**config.mk**
```make
export PLATFORM = sky130hd
export DESIGN_NAME = steer_cmd_sched_flat
export DESIGN_NICKNAME = d
export VERILOG_FILES = /design/src/rtl/steer_cmd_if.sv /design/src/rtl/steer_cmd_sched.sv /design/src/flat_wrapper.sv
export SDC_FILE = /design/constraint.sdc
export NUM_CORES = 1
export LEC_CHECK = 0
export ABC_AREA = 1
export CELL_PAD_IN_SITES_DETAIL_PLACEMENT = 2
export CELL_PAD_IN_SITES_GLOBAL_PLACEMENT = 2
export CORE_UTILIZATION = 37
export CTS_CLUSTER_DIAMETER = 80
export DETAILED_ROUTE_END_ITERATION = 10
export DONT_BUFFER_PORTS = 1
export GPL_TIMING_DRIVEN = 0
export PLACE_DENSITY = 0.82
export SYNTH_ARGS = -nofsm -noshare
export SYNTH_HDL_FRONTEND = slang
export SYNTH_SLANG_ARGS = --single-unit
```
**constraint.sdc**
```tcl
create_clock -name clk -period 9.9 [get_ports clk]
set_clock_uncertainty 0.1 [all_clocks]
set_input_delay 0.99 -clock clk [delete_from_list [all_inputs] [get_ports clk]]
set_output_delay 0.99 -clock clk [all_outputs]
set_load 0.01 [all_outputs]
```
**src/rtl/steer_cmd_if.sv**
```systemverilog
// -----------------------------------------------------------------------------
// steer_cmd_if
// Bundles the request side and the steering-command side of steer_cmd_sched.
//   master : command sources and the pwm_dir ready strobe (drives requests and
//            dir_rdy, observes acks and the scheduler outputs)
//   slave  : the scheduler itself
// Signals
//   req_valid  [N_REQ]    request valid, one bit per source
//   req_data   [8*N_REQ]  requested command, source i in bits [8i+7:8i]
//   req_ack    [N_REQ]    one-hot, one-cycle accept pulse
//   dir_rdy               high while the pwm_dir counter is 0
//   dir_cmd    [8]        command to pwm_dir.data_in
//   active_src [AW]       index of the last accepted source
//   settled               dir_cmd equals the current target
//   failsafe              high while the command timeout is active
// -----------------------------------------------------------------------------
interface steer_cmd_if #(
    parameter int N_REQ = 2
);
    localparam int AW = (N_REQ > 1) ? $clog2(N_REQ) : 1;

    logic [N_REQ-1:0]   req_valid;
    logic [8*N_REQ-1:0] req_data;
    logic [N_REQ-1:0]   req_ack;
    logic               dir_rdy;
    logic [7:0]         dir_cmd;
    logic [AW-1:0]      active_src;
    logic               settled;
    logic               failsafe;

    modport master (
        output req_valid, req_data, dir_rdy,
        input  req_ack, dir_cmd, active_src, settled, failsafe
    );

    modport slave (
        input  req_valid, req_data, dir_rdy,
        output req_ack, dir_cmd, active_src, settled, failsafe
    );
endinterface

```
**src/rtl/steer_cmd_sched.sv**
```systemverilog
// -----------------------------------------------------------------------------
// steer_cmd_sched
// Steering command scheduler in front of pwm_dir. Arbitrates requests from
// N_REQ sources, clamps the winner to [MIN_CMD, MAX_CMD] and slews dir_cmd
// toward that target by at most STEP per PWM frame. dir_cmd only moves on a
// frame boundary (rising edge of dir_rdy). If no request is accepted for
// TIMEOUT_FRAMES frames the target is forced to NEUTRAL (failsafe) until the
// next accept. TIMEOUT_FRAMES = 0 disables the timeout.
//
// Ports
//   clk   system clock
//   rst   asynchronous reset, active-high
//   bus   steer_cmd_if.slave (requests, acks, dir_rdy, dir_cmd, status)
//
// Configuration
//   STEER_SCHED_RR_EN  defined   : round-robin arbitration, search starts one
//                                  past the last accepted source
//                      undefined : fixed priority, lowest index wins
// -----------------------------------------------------------------------------
module steer_cmd_sched #(
    parameter int N_REQ          = 2,
    parameter int NEUTRAL        = 150,
    parameter int MIN_CMD        = 115,
    parameter int MAX_CMD        = 185,
    parameter int STEP           = 4,
    parameter int TIMEOUT_FRAMES = 50
) (
    input logic       clk,
    input logic       rst,
    steer_cmd_if.slave bus
);
    localparam int AW = (N_REQ > 1) ? $clog2(N_REQ) : 1;
    localparam int CW = (TIMEOUT_FRAMES > 0) ? $clog2(TIMEOUT_FRAMES + 1) : 1;

    localparam logic [7:0]    NEUTRAL_C = 8'(NEUTRAL);
    localparam logic [7:0]    MIN_C     = 8'(MIN_CMD);
    localparam logic [7:0]    MAX_C     = 8'(MAX_CMD);
    localparam logic [7:0]    STEP_C    = 8'(STEP);
    localparam logic [CW-1:0] TMO_C     = CW'(TIMEOUT_FRAMES);

    typedef enum logic [1:0] {
        IDLE     = 2'd0,
        SLEW     = 2'd1,
        FAILSAFE = 2'd2
    } state_t;

    state_t            state, state_nxt;
    logic              dir_rdy_q;
    logic              frame_tick;
    logic [7:0]        target, target_nxt;
    logic [7:0]        dir_cmd_q, dir_nxt, slew_val;
    logic [N_REQ-1:0]  ack_q, elig;
    logic [AW-1:0]     active_q, win;
    logic              found;
    logic [CW-1:0]     frame_cnt;
    logic              timeout_hit;
    logic [7:0]        win_data, win_clamped;
    logic signed [8:0] diff;
    logic [8:0]        mag;

    assign frame_tick = bus.dir_rdy & ~dir_rdy_q;

    // A source still holding valid during its own ack cycle is masked so it
    // cannot be granted twice for one request.
    assign elig = bus.req_valid & ~ack_q;

    // ---------------------------------------------------------------- arbiter
`ifdef STEER_SCHED_RR_EN
    // Last-granted pointer; resets to N_REQ-1 so source 0 is searched first.
    logic [AW-1:0] rr_last;

    always_comb begin
        int idx;
        // NOTE: every always_comb output gets a default first so no path
        // leaves it unassigned, which would otherwise infer a latch.
        found = 1'b0;
        win   = '0;
        idx   = 0;
        for (int k = 0; k < N_REQ; k++) begin
            idx = (int'(rr_last) + 1 + k) % N_REQ;
            if (!found && elig[idx]) begin
                found = 1'b1;
                win   = AW'(idx);
            end
        end
    end

    always_ff @(posedge clk or posedge rst) begin
        if (rst) begin
            rr_last <= AW'(N_REQ - 1);
        end else if (found) begin
            rr_last <= win;
        end
    end
`else
    always_comb begin
        found = 1'b0;
        win   = '0;
        for (int k = N_REQ - 1; k >= 0; k--) begin
            if (elig[k]) begin
                found = 1'b1;
                win   = AW'(k);
            end
        end
    end
`endif

    // ------------------------------------------------------- clamp and slew
    always_comb begin
        win_data = bus.req_data[int'(win) * 8 +: 8];
        if (win_data < MIN_C) begin
            win_clamped = MIN_C;
        end else if (win_data > MAX_C) begin
            win_clamped = MAX_C;
        end else begin
            win_clamped = win_data;
        end
    end

    // The slew always uses the registered target, so an accept coinciding
    // with a frame tick only takes effect on the following tick.
    always_comb begin
        diff = $signed({1'b0, target}) - $signed({1'b0, dir_cmd_q});
        mag  = diff[8] ? 9'(-diff) : 9'(diff);
        if (mag <= 9'(STEP)) begin
            slew_val = target;
        end else if (!diff[8]) begin
            slew_val = dir_cmd_q + STEP_C;
        end else begin
            slew_val = dir_cmd_q - STEP_C;
        end
        dir_nxt = frame_tick ? slew_val : dir_cmd_q;
    end

    // Timeout fires on the tick that would bring the count to TIMEOUT_FRAMES;
    // an accept in the same cycle takes precedence.
    always_comb begin
        timeout_hit = 1'b0;
        if (TIMEOUT_FRAMES != 0) begin
            timeout_hit = frame_tick && !found &&
                          (int'(frame_cnt) + 1 >= TIMEOUT_FRAMES);
        end
    end

    always_comb begin
        if (found) begin
            target_nxt = win_clamped;
        end else if (timeout_hit || state == FAILSAFE) begin
            target_nxt = NEUTRAL_C;
        end else begin
            target_nxt = target;
        end
    end

    // -------------------------------------------------------------- FSM
    always_comb begin
        state_nxt = state;
        if (!found && (timeout_hit || state == FAILSAFE)) begin
            state_nxt = FAILSAFE;
        end else if (target_nxt != dir_nxt) begin
            state_nxt = SLEW;
        end else begin
            state_nxt = IDLE;
        end
    end

    always_ff @(posedge clk or posedge rst) begin
        if (rst) begin
            state <= IDLE;
        end else begin
            state <= state_nxt;
        end
    end

    // ---------------------------------------------------------- datapath
    always_ff @(posedge clk or posedge rst) begin
        if (rst) begin
            // NOTE: sequential state uses non-blocking assignments so every
            // register samples the pre-edge values regardless of ordering.
            dir_rdy_q <= 1'b0;
            dir_cmd_q <= NEUTRAL_C;
            target    <= NEUTRAL_C;
            ack_q     <= '0;
            active_q  <= '0;
            frame_cnt <= '0;
        end else begin
            dir_rdy_q <= bus.dir_rdy;
            dir_cmd_q <= dir_nxt;
            target    <= target_nxt;
            ack_q     <= found ? (N_REQ'(1) << win) : '0;
            if (found) begin
                active_q <= win;
            end
            if (found) begin
                frame_cnt <= '0;
            end else if (frame_tick && frame_cnt != TMO_C) begin
                frame_cnt <= frame_cnt + 1'b1;
            end
        end
    end

    assign bus.req_ack    = ack_q;
    assign bus.dir_cmd    = dir_cmd_q;
    assign bus.active_src = active_q;
    assign bus.failsafe   = (state == FAILSAFE);
    assign bus.settled    = (state == IDLE) ||
                            ((state == FAILSAFE) && (dir_cmd_q == target));
endmodule

```
**src/flat_wrapper.sv**
```systemverilog
// flat-port wrapper written by rule: the top's interface ports become plain ports
module steer_cmd_sched_flat 
#(
    parameter int N_REQ          = 2,
    parameter int NEUTRAL        = 150,
    parameter int MIN_CMD        = 115,
    parameter int MAX_CMD        = 185,
    parameter int STEP           = 4,
    parameter int TIMEOUT_FRAMES = 50
)
  (clk, rst, bus_req_valid, bus_req_data, bus_dir_rdy, bus_req_ack, bus_dir_cmd, bus_active_src, bus_settled, bus_failsafe);
  steer_cmd_if #(.N_REQ(N_REQ)) bus_i ();
  input logic clk;
  input logic rst;
  input wire logic [$bits(bus_i.req_valid)-1:0] bus_req_valid;
  input wire logic [$bits(bus_i.req_data)-1:0] bus_req_data;
  input wire logic [$bits(bus_i.dir_rdy)-1:0] bus_dir_rdy;
  output wire logic [$bits(bus_i.req_ack)-1:0] bus_req_ack;
  output wire logic [$bits(bus_i.dir_cmd)-1:0] bus_dir_cmd;
  output wire logic [$bits(bus_i.active_src)-1:0] bus_active_src;
  output wire logic [$bits(bus_i.settled)-1:0] bus_settled;
  output wire logic [$bits(bus_i.failsafe)-1:0] bus_failsafe;
  assign bus_i.req_valid = bus_req_valid;
  assign bus_i.req_data = bus_req_data;
  assign bus_i.dir_rdy = bus_dir_rdy;
  assign bus_req_ack = bus_i.req_ack;
  assign bus_dir_cmd = bus_i.dir_cmd;
  assign bus_active_src = bus_i.active_src;
  assign bus_settled = bus_i.settled;
  assign bus_failsafe = bus_i.failsafe;
  steer_cmd_sched #(.N_REQ(N_REQ), .NEUTRAL(NEUTRAL), .MIN_CMD(MIN_CMD), .MAX_CMD(MAX_CMD), .STEP(STEP), .TIMEOUT_FRAMES(TIMEOUT_FRAMES)) u_core (.clk(clk), .rst(rst), .bus(bus_i));
endmodule
```
* Word-level counts from Yosys, hierarchy flattened
Cells that the tools add are included.
** Storage, ports and cells
- Memories kept :: 0
- Bits in writable memories :: 0
- Output and inout port bits :: 13
- Bits in registers :: 28
- Input port bits :: 21
- Word-level logic and storage cells :: 53
- ROM bits :: 0
- Bits in latches :: 0
** Cells by class
- Reductions and logical operators :: 10
- Divide/modulo/power cells :: 0
- $mul :: 0
- Bitwise logic cells :: 4
- $add $sub $neg :: 6
- Shift-type cells :: 2
- Equality and inequality tests :: 4
- Muxes and demuxes :: 16
- Order comparisons :: 4
** Operator list (number)
- 8-bit 2-to-1 mux :: 7
- 32-bit by 7-bit greater-or-equal comparator with 1-bit output (second input constant) :: 1
- 16-bit by 5-bit indexed part select with 8-bit output :: 1
- 6-bit 2-to-1 mux :: 2
- 9-bit by 3-bit <= comparator with 1-bit output (second input constant) :: 1
- 9-bit 2-to-1 mux :: 1
- 9-bit negation :: 1
- 8-bit by 8-bit subtractor with 9-bit output :: 1
- 8-bit by 3-bit adder with 8-bit output (second input constant) :: 1
- 8-bit == test :: 1
- 8-bit greater-than comparator (second input constant) :: 1
- 8-bit by 7-bit < comparator with 1-bit output (second input constant) :: 1
- 8-bit inequality test :: 1
- 8-bit by 3-bit subtractor with 8-bit output (second input constant) :: 1
- 6-bit by 1-bit adder with 7-bit output (second input constant) :: 1
- 6-bit by 1-bit adder with 6-bit output (second input constant) :: 1
- 6-bit inequality test (second input constant) :: 1
- 1-bit logical AND :: 5
- 1-bit 2-to-1 mux :: 4
- 2-bit 2-to-1 mux :: 2
- 2-bit AND :: 1
- 2-bit == test (second input constant) :: 1
- 2-bit zero test :: 1
- 1-bit logical OR :: 2
- 6 further kinds :: 6

* Depth between registers and ports, before layout
Gate-level depths: netlist of the first run.
- Word-level depth :: 13
- Mapped depth :: 26
- Mapped depth without buffers :: 26

* Worst setup path before layout of the first run
Ideal clock, no wire load.
- Path kind :: reg2reg
- Start point :: register u_core.dir_cmd_q[2] (netlist: u_core.bus.dir_cmd[2])
- End point :: register u_core.state[0]
- Period minus slack after synthesis :: 3282 ps
- Stages on the path, launching flop included :: 25
- Buffers on the path :: 0
- Data arrival time :: 3066 ps
- Path slack :: 6618 ps
- Setup time :: 115 ps
- Data required time :: 9685 ps
- Cell sequence :: dfstp_2 -> inv_1 -> ha_1 -> nand2_1 -> nand2_2 -> nand3_2 -> nand2_4 -> inv_2 -> ha_1 -> a21oi_1 -> nand2_1 -> nand2_1 -> nand2_1 -> a21oi_1 -> nand2_1 -> nand2_1 -> nor2_1 -> a21oi_1 -> nand2_1 -> nand2_1 -> nand2_1 -> nor2_1 -> nand2_1 -> nor2_1 -> nor2_1
** On the way
- Cells in the longest elaborated chain, start to end :: 9
- Elaborated cells on any way between the ends :: 12
- Classes of those cells :: add/sub: 4; order compare: 1; eq/ne: 1; mux: 6
** RTL lines
- start, declared :: RTL line steer_cmd_sched.sv:51 : logic [7:0] dir_cmd_q, dir_nxt, slew_val;
- start signal, assigned :: RTL line steer_cmd_sched.sv:188 : dir_cmd_q <= dir_nxt;
- 8-bit by 8-bit subtractor with 9-bit output :: RTL line steer_cmd_sched.sv:123 : diff = $signed({1'b0, target}) - $signed({1'b0, dir_cmd_q});
- 9-bit negation :: RTL line steer_cmd_sched.sv:124 : mag = diff[8] ? 9'(-diff) : 9'(diff);
- 9-bit 2-to-1 mux :: RTL line steer_cmd_sched.sv:124
- 9-bit by 3-bit <= comparator with 1-bit output :: RTL line steer_cmd_sched.sv:125 : if (mag <= 9'(STEP)) begin
- 8-bit 2-to-1 mux :: RTL line steer_cmd_sched.sv:125
- 8-bit 2-to-1 mux * :: RTL line steer_cmd_sched.sv:132 : dir_nxt = frame_tick ? slew_val : dir_cmd_q;
- 8-bit inequality test * :: RTL line steer_cmd_sched.sv:160 : end else if (target_nxt != dir_nxt) begin
- 1-bit 2-to-1 mux * :: RTL line steer_cmd_sched.sv:160
- 2-bit 2-to-1 mux * :: RTL line steer_cmd_sched.sv:158 : if (!found && (timeout_hit || state == FAILSAFE)) begin
- net u_core.state_nxt[0] :: RTL line steer_cmd_sched.sv:47 : state_t state, state_nxt;
- end signal, assigned :: RTL line steer_cmd_sched.sv:171 : state <= state_nxt;
- end, declared :: RTL line steer_cmd_sched.sv:47
Mark *: on every way through the listed nets, which the timed path passes. The rest lies on a longest branch.
A chain may end at the register's enable or synchronous reset.

* Worst setup path after layout of the first run
Ends and elaborated chain as after synthesis.

==> results by group, run 1 <==
Timing
  – Final Max Slew Viols: 0
  – RSZ-0062 raised after global routing: false
  – Final worst path period need: 3.98 ns
  – Setup ws final: 5.92 ns
  – Final Hold Fails: 0
  – Rel. slew slack: 26.0%
  – Hold WS: 0.472 ns
  – Final worst path period share: 40.2%
  – # setup viols final: 0
  – FMAX: 0.251 GHz
  – Setup tns final: 0 ns
  – Worst Tran Pin Value: 1.11 ns

Synth
  – Cell Area, Synth: 2620 µm²
  – Register area share after synthesis: 27.2%
  – Cell count after synthesis: 427
  – FFs w/ async S/R, synth: 100%
  – Synth Flop Type: dfrtp_1
  – Ys Warns: 0
  – Cell variety after synth: 29
  – Yosys top cell area share: 20.8%
  – Post-synth EDFFs: 0
  – Synth area leaders: nand2_1 (21%), dfrtp_1 (19%), inv_1 (12%), nand3_1 (11%), dfstp_2 (8.0%)
  – Net count of the mapped netlist: 466
  – #FFs+latches synth: 28
  – Yosys top cell by area: nand2_1
  – Syn avg cell area: 6.13 µm²

Global routing
  – Routing usage on met2: 45.1%
  – Grt ovf: 0
  – Layer with the highest usage: met2
  – Initial antenna violation count: 0
  – First-pass GRT wire length: 13400 µm
  – M1 GR Usage: 26.8%
  – Vias in the first global route: 2879
  – GR Layer Usage met3: 1.83%
  – Largest net degree at the start of global routing: 29
  – Total Routing Usage GR: 23.0%

Power and ir drop
  – Peak supply drop: 0.117 mV
  – Leakage power: 1.64 nW
  – Power per Cell Area: 344 nW/µm²

Job
  – Max Cap Viol: 0

Floorplan
  – Die W: 86.1 µm
  – Initial Util: 38.5%
  – Std-Cell Rows: 30
  – Top-level port count: 34
  – Core ar.: 6790 µm²
  – Die area: 7410 µm²
  – Die Ht: 86.1 µm

Setup path
  – WS Path Type: reg -> reg
  – Worst-path cell with the longest stage delay: dfstp_2
  – Worst r2r src: u_core.bus.dir_cmd[2]
  – Most used cell, CP: nand2_1
  – Buffers & Inverters on Critical Path: 2
  – R2R cell count: 24
  – Crit path launch type: flop
  – Crit-path cells: inv_1, ha_1, nand2_1, nand2_2, nand3_2, nand2_4, inv_2, ha_1, a21oi_1, nand2_1, nand2_1, nand2_1, a21oi_1, nand2_1, nand2_1, nor2_1, a21oi_1, nand2_1, nand2_1, nand2_1, nor2_1, nand2_1, nor2_1, nor2_1
  – CP endpoint kind: flop
  – WP data required: 9.99 ns
  – Reg2reg end: u_core.state[0]
  – CP max stage delay: 0.66 ns
  – CP Max Fanout: 10
  – Worst Path Arrival: 4.07 ns
  – Reg2Reg Setup Slack: 5.92 ns
  – Family with the most delay on the worst path: simple AND/OR/NAND/NOR gates

Place
  – Port buffer count: 0
  – Post-Place Setup Slack: 5.91 ns
  – Hpwl dp: 6680 µm
  – Final GP Congestion: 0.798

Worst hold path
  – Hold path depth: 2
  – Hold_sp: u_core.frame_cnt[5]
  – WHS Endpoint: u_core.frame_cnt[5]
  – Worst min-delay path class: reg -> reg

Clock tree
  – Cts hold-fix bufs: 0
  – CTS sink cnt: 28
  – Setup Fix Bufs, Post-CTS: 0
  – H-tree levels: 1
  – Clk slew on worst S/H paths: 0.11 ns
  – CTS tree: built
  – Clock Latency Late Sink: 0.29 ns
  – Clock tree buffer depth: 2
  – PostCTS Resize Cnt: 0
  – Root buf cell: clkbuf_8
  – Num CTS Buffers: 3

Final layout
  – Ant. Diodes: 0
  – P&R area growth vs syn: 7.32%
  – Proportion of layout cells with a drive suffix above 1: 8.35%
  – FILL cells: 857
  – Fin util: 41.3%
  – Final net count: 471

Route
  – Total routed wirelength: 8070 µm
  – DRC: 0
  – Router iterations before antenna repair: 4
  – Via/cell ratio: 5.02
  – Vias post-DR: 2643
  – ANT nets after route: 0
  – Routed length per instance: 15.3 µm
  – Initial DRC Count: 38

Outcome
  – Status: finished, final reports clean
-- final cells by class --
type | instances | area [µm²] | share of cell area (%)
Clock buffer | 3 | 41.3 | 1.47
Multi-Input combinational cell | 305 | 1540 | 55.0
Clock inverter | 1 | 30.0 | 1.07
Inverter | 90 | 338 | 12.0
Buffer | 4 | 23.8 | 0.847
Tap cell | 96 | 120 | 4.28
Sequential cell | 28 | 711 | 25.3
-- layout by cell type, fill, tap and decap left out, types with 5 or more instances in the layout --
cell / netlist / layout
a21oi_1: 7 / 7
dfrtp_1: 20 / 20
dfstp_2: 8 / 8
ha_1: 16 / 16
inv_1: 84 / 84
nand2_1: 145 / 145
nand3_1: 55 / 55
nand4_1: 10 / 10
nor2_1: 28 / 28
nor2_2: 5 / 5
o21ai_0: 12 / 12
xor2_1: 5 / 5
-- cell families (layout without fill, tap and decap cells) --
group	after synthesis	in the layout	synth area share (%)
flops	28	28	27.2
buf+inv	94	98	13.8
xor+xnor	5	5	1.67
simple gates	255	255	42.4
compound gates	27	27	5.74
fa+ha+maj	18	18	9.18
-- layer usage --
layer  vias up  routed length [µm]
li1       1325                   -
met3         4                 147
met4         0                  69
met2        31                4300
met1      1283                3550
met5         -                   0
-- stage by stage --
stage	total power [mW]	instances	instance area (µm²)
2_1_floorplan	0.701	427	2620
3_3_place_gp	0.835	523	2740
3_5_place_dp	0.880	523	2740
4_1_cts	0.981	527	2810
5_1_grt	1.07	527	2810
6_report	0.965	527	2810
-- synth_stat cells (all sizes together), types with 2 or more instances --
master / n
clkinv: 2
nor2: 33
or2: 5
fa: 2
nand2: 149
ha: 16
a21oi: 9
dfstp: 8
nand3: 57
dfrtp: 20
xor2: 5
nand4: 10
inv: 88
o22ai: 4
buf: 3
o21ai: 13
-- state kept, by name, indices dropped and copies added, names as in the netlist --
register and cells:
u_core.bus.active_src 1, u_core.bus.dir_cmd 8, u_core.bus.req_ack 2, u_core.dir_rdy_q 1
u_core.frame_cnt 6, u_core.state 2, u_core.target 8
-- tightest hold or removal path, cell delays in order, from the launching register on --
cell and delay (ns):
dfrtp_1 0.40, nand3_1 0.09, nand2_1 0.06
-- how the worst max path moves through the flow --
stage / from / endpoint / slack, ns / cells past startpoint
after floorplan: u_core.bus.dir_cmd[2] / u_core.state[0] / 6.62 / 24
after global placement: u_core.bus.dir_cmd[2] / u_core.state[0] / 6.05 / 24
after detailed placement: u_core.bus.dir_cmd[2] / u_core.state[0] / 5.91 / 24
after CTS: u_core.bus.dir_cmd[2] / u_core.state[0] / 5.89 / 24
after global routing: u_core.bus.dir_cmd[2] / u_core.state[0] / 5.55 / 24
final: u_core.bus.dir_cmd[2] / u_core.state[0] / 5.92 / 24
-- report_power, final --
| group | switching, mW | internal, mW | leakage (nW) |
|---|---|---|---|
| combinational | 0.459 | 0.232 | 1.27 |
| sequential | 0.0358 | 0.145 | 0.329 |
| clock | 0.0390 | 0.0543 | 0.0357 |
| total | 0.534 | 0.432 | 1.64 |
Note: power is estimated with default switching activity, not from simulation.
==> run 2: changes to the inputs <==
--- a/config.mk
+++ b/config.mk
@@ -5,15 +5,15 @@
 export SDC_FILE = /design/constraint.sdc
 export NUM_CORES = 1
 export LEC_CHECK = 0
-export ABC_AREA = 1
+export ABC_AREA = 0
 export CELL_PAD_IN_SITES_DETAIL_PLACEMENT = 2
 export CELL_PAD_IN_SITES_GLOBAL_PLACEMENT = 2
-export CORE_UTILIZATION = 37
+export CORE_UTILIZATION = 35
 export CTS_CLUSTER_DIAMETER = 80
 export DETAILED_ROUTE_END_ITERATION = 10
 export DONT_BUFFER_PORTS = 1
 export GPL_TIMING_DRIVEN = 0
-export PLACE_DENSITY = 0.82
+export PLACE_DENSITY = 0.72
 export SYNTH_ARGS = -nofsm -noshare
 export SYNTH_HDL_FRONTEND = slang
 export SYNTH_SLANG_ARGS = --single-unit
==> constraint.sdc (replaced) <==
create_clock -name clk -period 3.3 [get_ports clk]
set_clock_uncertainty 0.1 [all_clocks]
set_input_delay 0.33 -clock clk [delete_from_list [all_inputs] [get_ports clk]]
set_output_delay 0.33 -clock clk [all_outputs]
set_load 0.01 [all_outputs]
==> results by group, run 2 <==
Setup path
  – Reg2Reg Setup Slack: -1.00 ns (-6.92 ns)
  – WS Path Type: reg -> reg
  – CP Max Fanout: 4 (-6)
  – Family with the most delay on the worst path: simple AND/OR/NAND/NOR gates
  – R2R cell count: 19 (-21%)
  – Reg2reg end: u_core.state[0]
  – Crit path launch type: flop
  – Most used cell, CP: buf_4
  – Worst Path Arrival: 4.35 ns (+0.28 ns)
  – Worst r2r src: u_core.target[0]
  – Worst-path cell with the longest stage delay: or4_4
  – CP endpoint kind: flop
  – Crit-path cells: inv_2, ha_4, inv_2, fa_2, a211oi_4, buf_4, buf_4, o211ai_1, nor3b_4, or3_1, a21boi_2, a211oi_4, buf_6, buf_4, mux2i_2, and3_1, or4_4, nor4_4, a41oi_2
  – Buffers & Inverters on Critical Path: 6 (+4)
  – CP max stage delay: 0.56 ns (-0.10 ns)
  – Critical path origin: u_core.target[0]
  – WP data required: 3.35 ns (-6.64 ns)

Route
  – Routed length per instance: 19.9 µm (+30%)
  – Via/cell ratio: 5.67 (+13%)
  – Total routed wirelength: 8090 µm (+0.31%)
  – Vias post-DR: 2300 (-13%)
  – Router iterations before antenna repair: 4 (unchanged)
  – ANT nets after route: 0 (unchanged)
  – DRC: 0 (unchanged)
  – Initial DRC Count: 35 (-7.9%)

Synth
  – Yosys top cell by area: dfrtp_1
  – Cell count after synthesis: 283 (-34%)
  – Cell Area, Synth: 2500 µm² (-4.5%)
  – Synth area leaders: dfrtp_1 (20%), dfstp_2 (8.4%), ha_1 (8.0%), nor2_1 (4.5%), mux2i_1 (3.6%)
  – Ys Warns: 0 (unchanged)
  – Register area share after synthesis: 28.4% (+1.3 points)
  – Count leader, synth: nor2_1
  – Net count of the mapped netlist: 322 (-31%)
  – #FFs+latches synth: 28 (unchanged)
  – Synth cell count leaders: nor2_1 (30), inv_1 (21), dfrtp_1 (20)
  – Yosys top cell area share: 20.0% (-0.77 points)
  – Synth Flop Type: dfrtp_1
  – Syn avg cell area: 8.83 µm² (+44%)
  – Post-synth EDFFs: 0 (unchanged)
  – Cell variety after synth: 66 (+130%)
  – FFs w/ async S/R, synth: 100% (unchanged)

Global routing
  – Initial antenna violation count: 0 (unchanged)
  – Total Routing Usage GR: 22.3% (-0.67 points)
  – First-pass GRT wire length: 12900 µm (-3.3%)
  – Grt ovf: 0 (unchanged)
  – Largest net degree at the start of global routing: 29 (unchanged)
  – Vias in the first global route: 2486 (-14%)

Clock tree
  – CTS tree: built
  – Root buf cell: clkbuf_8
  – Clock Latency Late Sink: 0.28 ns (about the same)
  – H-tree levels: 1 (unchanged)
  – Num CTS Buffers: 3 (unchanged)
  – Clock tree buffer depth: 2 (unchanged)
  – CTS sink cnt: 28 (unchanged)
  – Clk slew on worst S/H paths: 0.10 ns (about the same)

Floorplan
  – Die W: 86.5 µm (+0.46%)
  – Std-Cell Rows: 30 (unchanged)
  – Top-level port count: 34 (unchanged)
  – Core ar.: 6830 µm² (+0.55%)
  – Initial Util: 36.6% (-1.9 points)
  – Die Ht: 86.5 µm (+0.46%)
  – Die area: 7480 µm² (+0.93%)

Timing
  – RSZ-0062 raised after global routing: true
  – Worst Tran Pin Value: 1.15 ns (+0.0380 ns)
  – Final worst path period need: 4.30 ns (+0.324 ns)
  – FMAX: 0.232 GHz (-7.5%)
  – Rel. slew slack: 23.5% (-2.5 points)
  – Hold WS: 0.129 ns (-0.343 ns)
  – Final Max Slew Viols: 0 (unchanged)
  – # setup viols final: 9 (+9)
  – Final Hold Fails: 0 (unchanged)
  – Setup tns final: -2.77 ns (-2.77 ns)
  – Setup ws final: -1.00 ns (-6.92 ns)
  – Final worst path period share: 130% (+90 points)

Place
  – Final GP Congestion: 0.751 (-5.9%)
  – Placed Cells: 379 (-28%)
  – Placed Area: 2670 µm² (-2.5%)
  – Port buffer count: 0 (unchanged)
  – Hpwl dp: 5770 µm (-14%)
  – Post-Place Setup Slack: -1.59 ns (-7.50 ns)

Power and ir drop
  – Power per Cell Area: 1090 nW/µm² (+220%)
  – Tot Pwr: 3.43 mW (+260%)
  – Peak supply drop: 0.349 mV (+200%)
  – Leakage power: 1.21 nW (-26%)

Final layout
  – Fin util: 46.0% (+4.7 points)
  – Commonest non-fill, non-tap cell in the layout: nor2_1
  – Proportion of layout cells with a drive suffix above 1: 31.9% (+24 points)
  – Layout Cells excl Fill: 406 (-23%)
  – FILL cells: 774 (-9.7%)
  – Most frequent cells in the layout: nor2_1 (29), buf_4 (20), dfrtp_1 (17)
  – Final net count: 350 (-26%)
  – Ant. Diodes: 0 (unchanged)
  – Finished Cell Area: 3140 µm² (+12%)
  – P&R area growth vs syn: 25.8%

Job
  – Max Cap Viol: 0 (unchanged)

Outcome
  – Failing checks: setup timing
  – Status: finished, violations left

Worst hold path
  – Worst min-delay path class: in -> async
run 2: worst max path at each step:
stage                       to  slack, ns  cells past startpoint
6_report       u_core.state[0]      -1.00                     19
4_1_cts        u_core.state[0]      -1.02                     19
5_1_grt        u_core.state[0]      -1.16                     19
3_5_place_dp   u_core.state[0]      -1.59                     16
2_1_floorplan  u_core.state[0]      -0.76                     21
3_3_place_gp   u_core.state[0]      -1.51                     16
run 2: cell type report:
| type | count | area, µm² | area share [%] |
|---|---|---|---|
| Tap cell | 96 | 120 | 3.82 |
| Buffer | 6 | 48.8 | 1.55 |
| Inverter | 21 | 86.3 | 2.75 |
| Clock buffer | 4 | 55.1 | 1.75 |
| Sequential cell | 28 | 714 | 22.7 |
| Multi-Input combinational cell | 227 | 1920 | 61.1 |
| Timing Repair Buffer | 24 | 198 | 6.29 |
run 2: logic make-up (layout without fill, tap and decap cells):
logic type	Yosys count	in the layout	synth area share, %
simple gates	100	100	21.3
compound gates	76	76	23.1
flops	28	28	28.4
buf+inv	28	55	4.96
xor+xnor	19	19	6.66
fa+ha+maj	18	18	9.61
mux	14	14	5.86
run 2: where the power goes:
group          internal (mW)  switching, mW  total [mW]
Clock                  0.107          0.112       0.219
Sequential             0.432          0.122       0.554
Combinational           1.28           1.38        2.66
run 2: what timing repair did:
item | CTS | global route
buffers inserted | 18 | 6
endpoints found under the hold margin | 1 | 0
gates resized for setup | 32 | 23
setup endpoints to repair | 9 | 9
hold buffers | 1 | 0
pin swaps | 17 | 17
run 2: layer usage:
metal / wire length [µm] / vias up / GRT usage, % / part of all wire [%]
met5: 0 / - / 0 / 0
met1: 3500 / 1170 / 27.6 / 43
li1: - / 1090 / - / -
met4: 59 / 0 / 4.39 / 0.73
met2: 4340 / 35 / 42.0 / 54
met3: 186 / 5 / 2.10 / 2.3
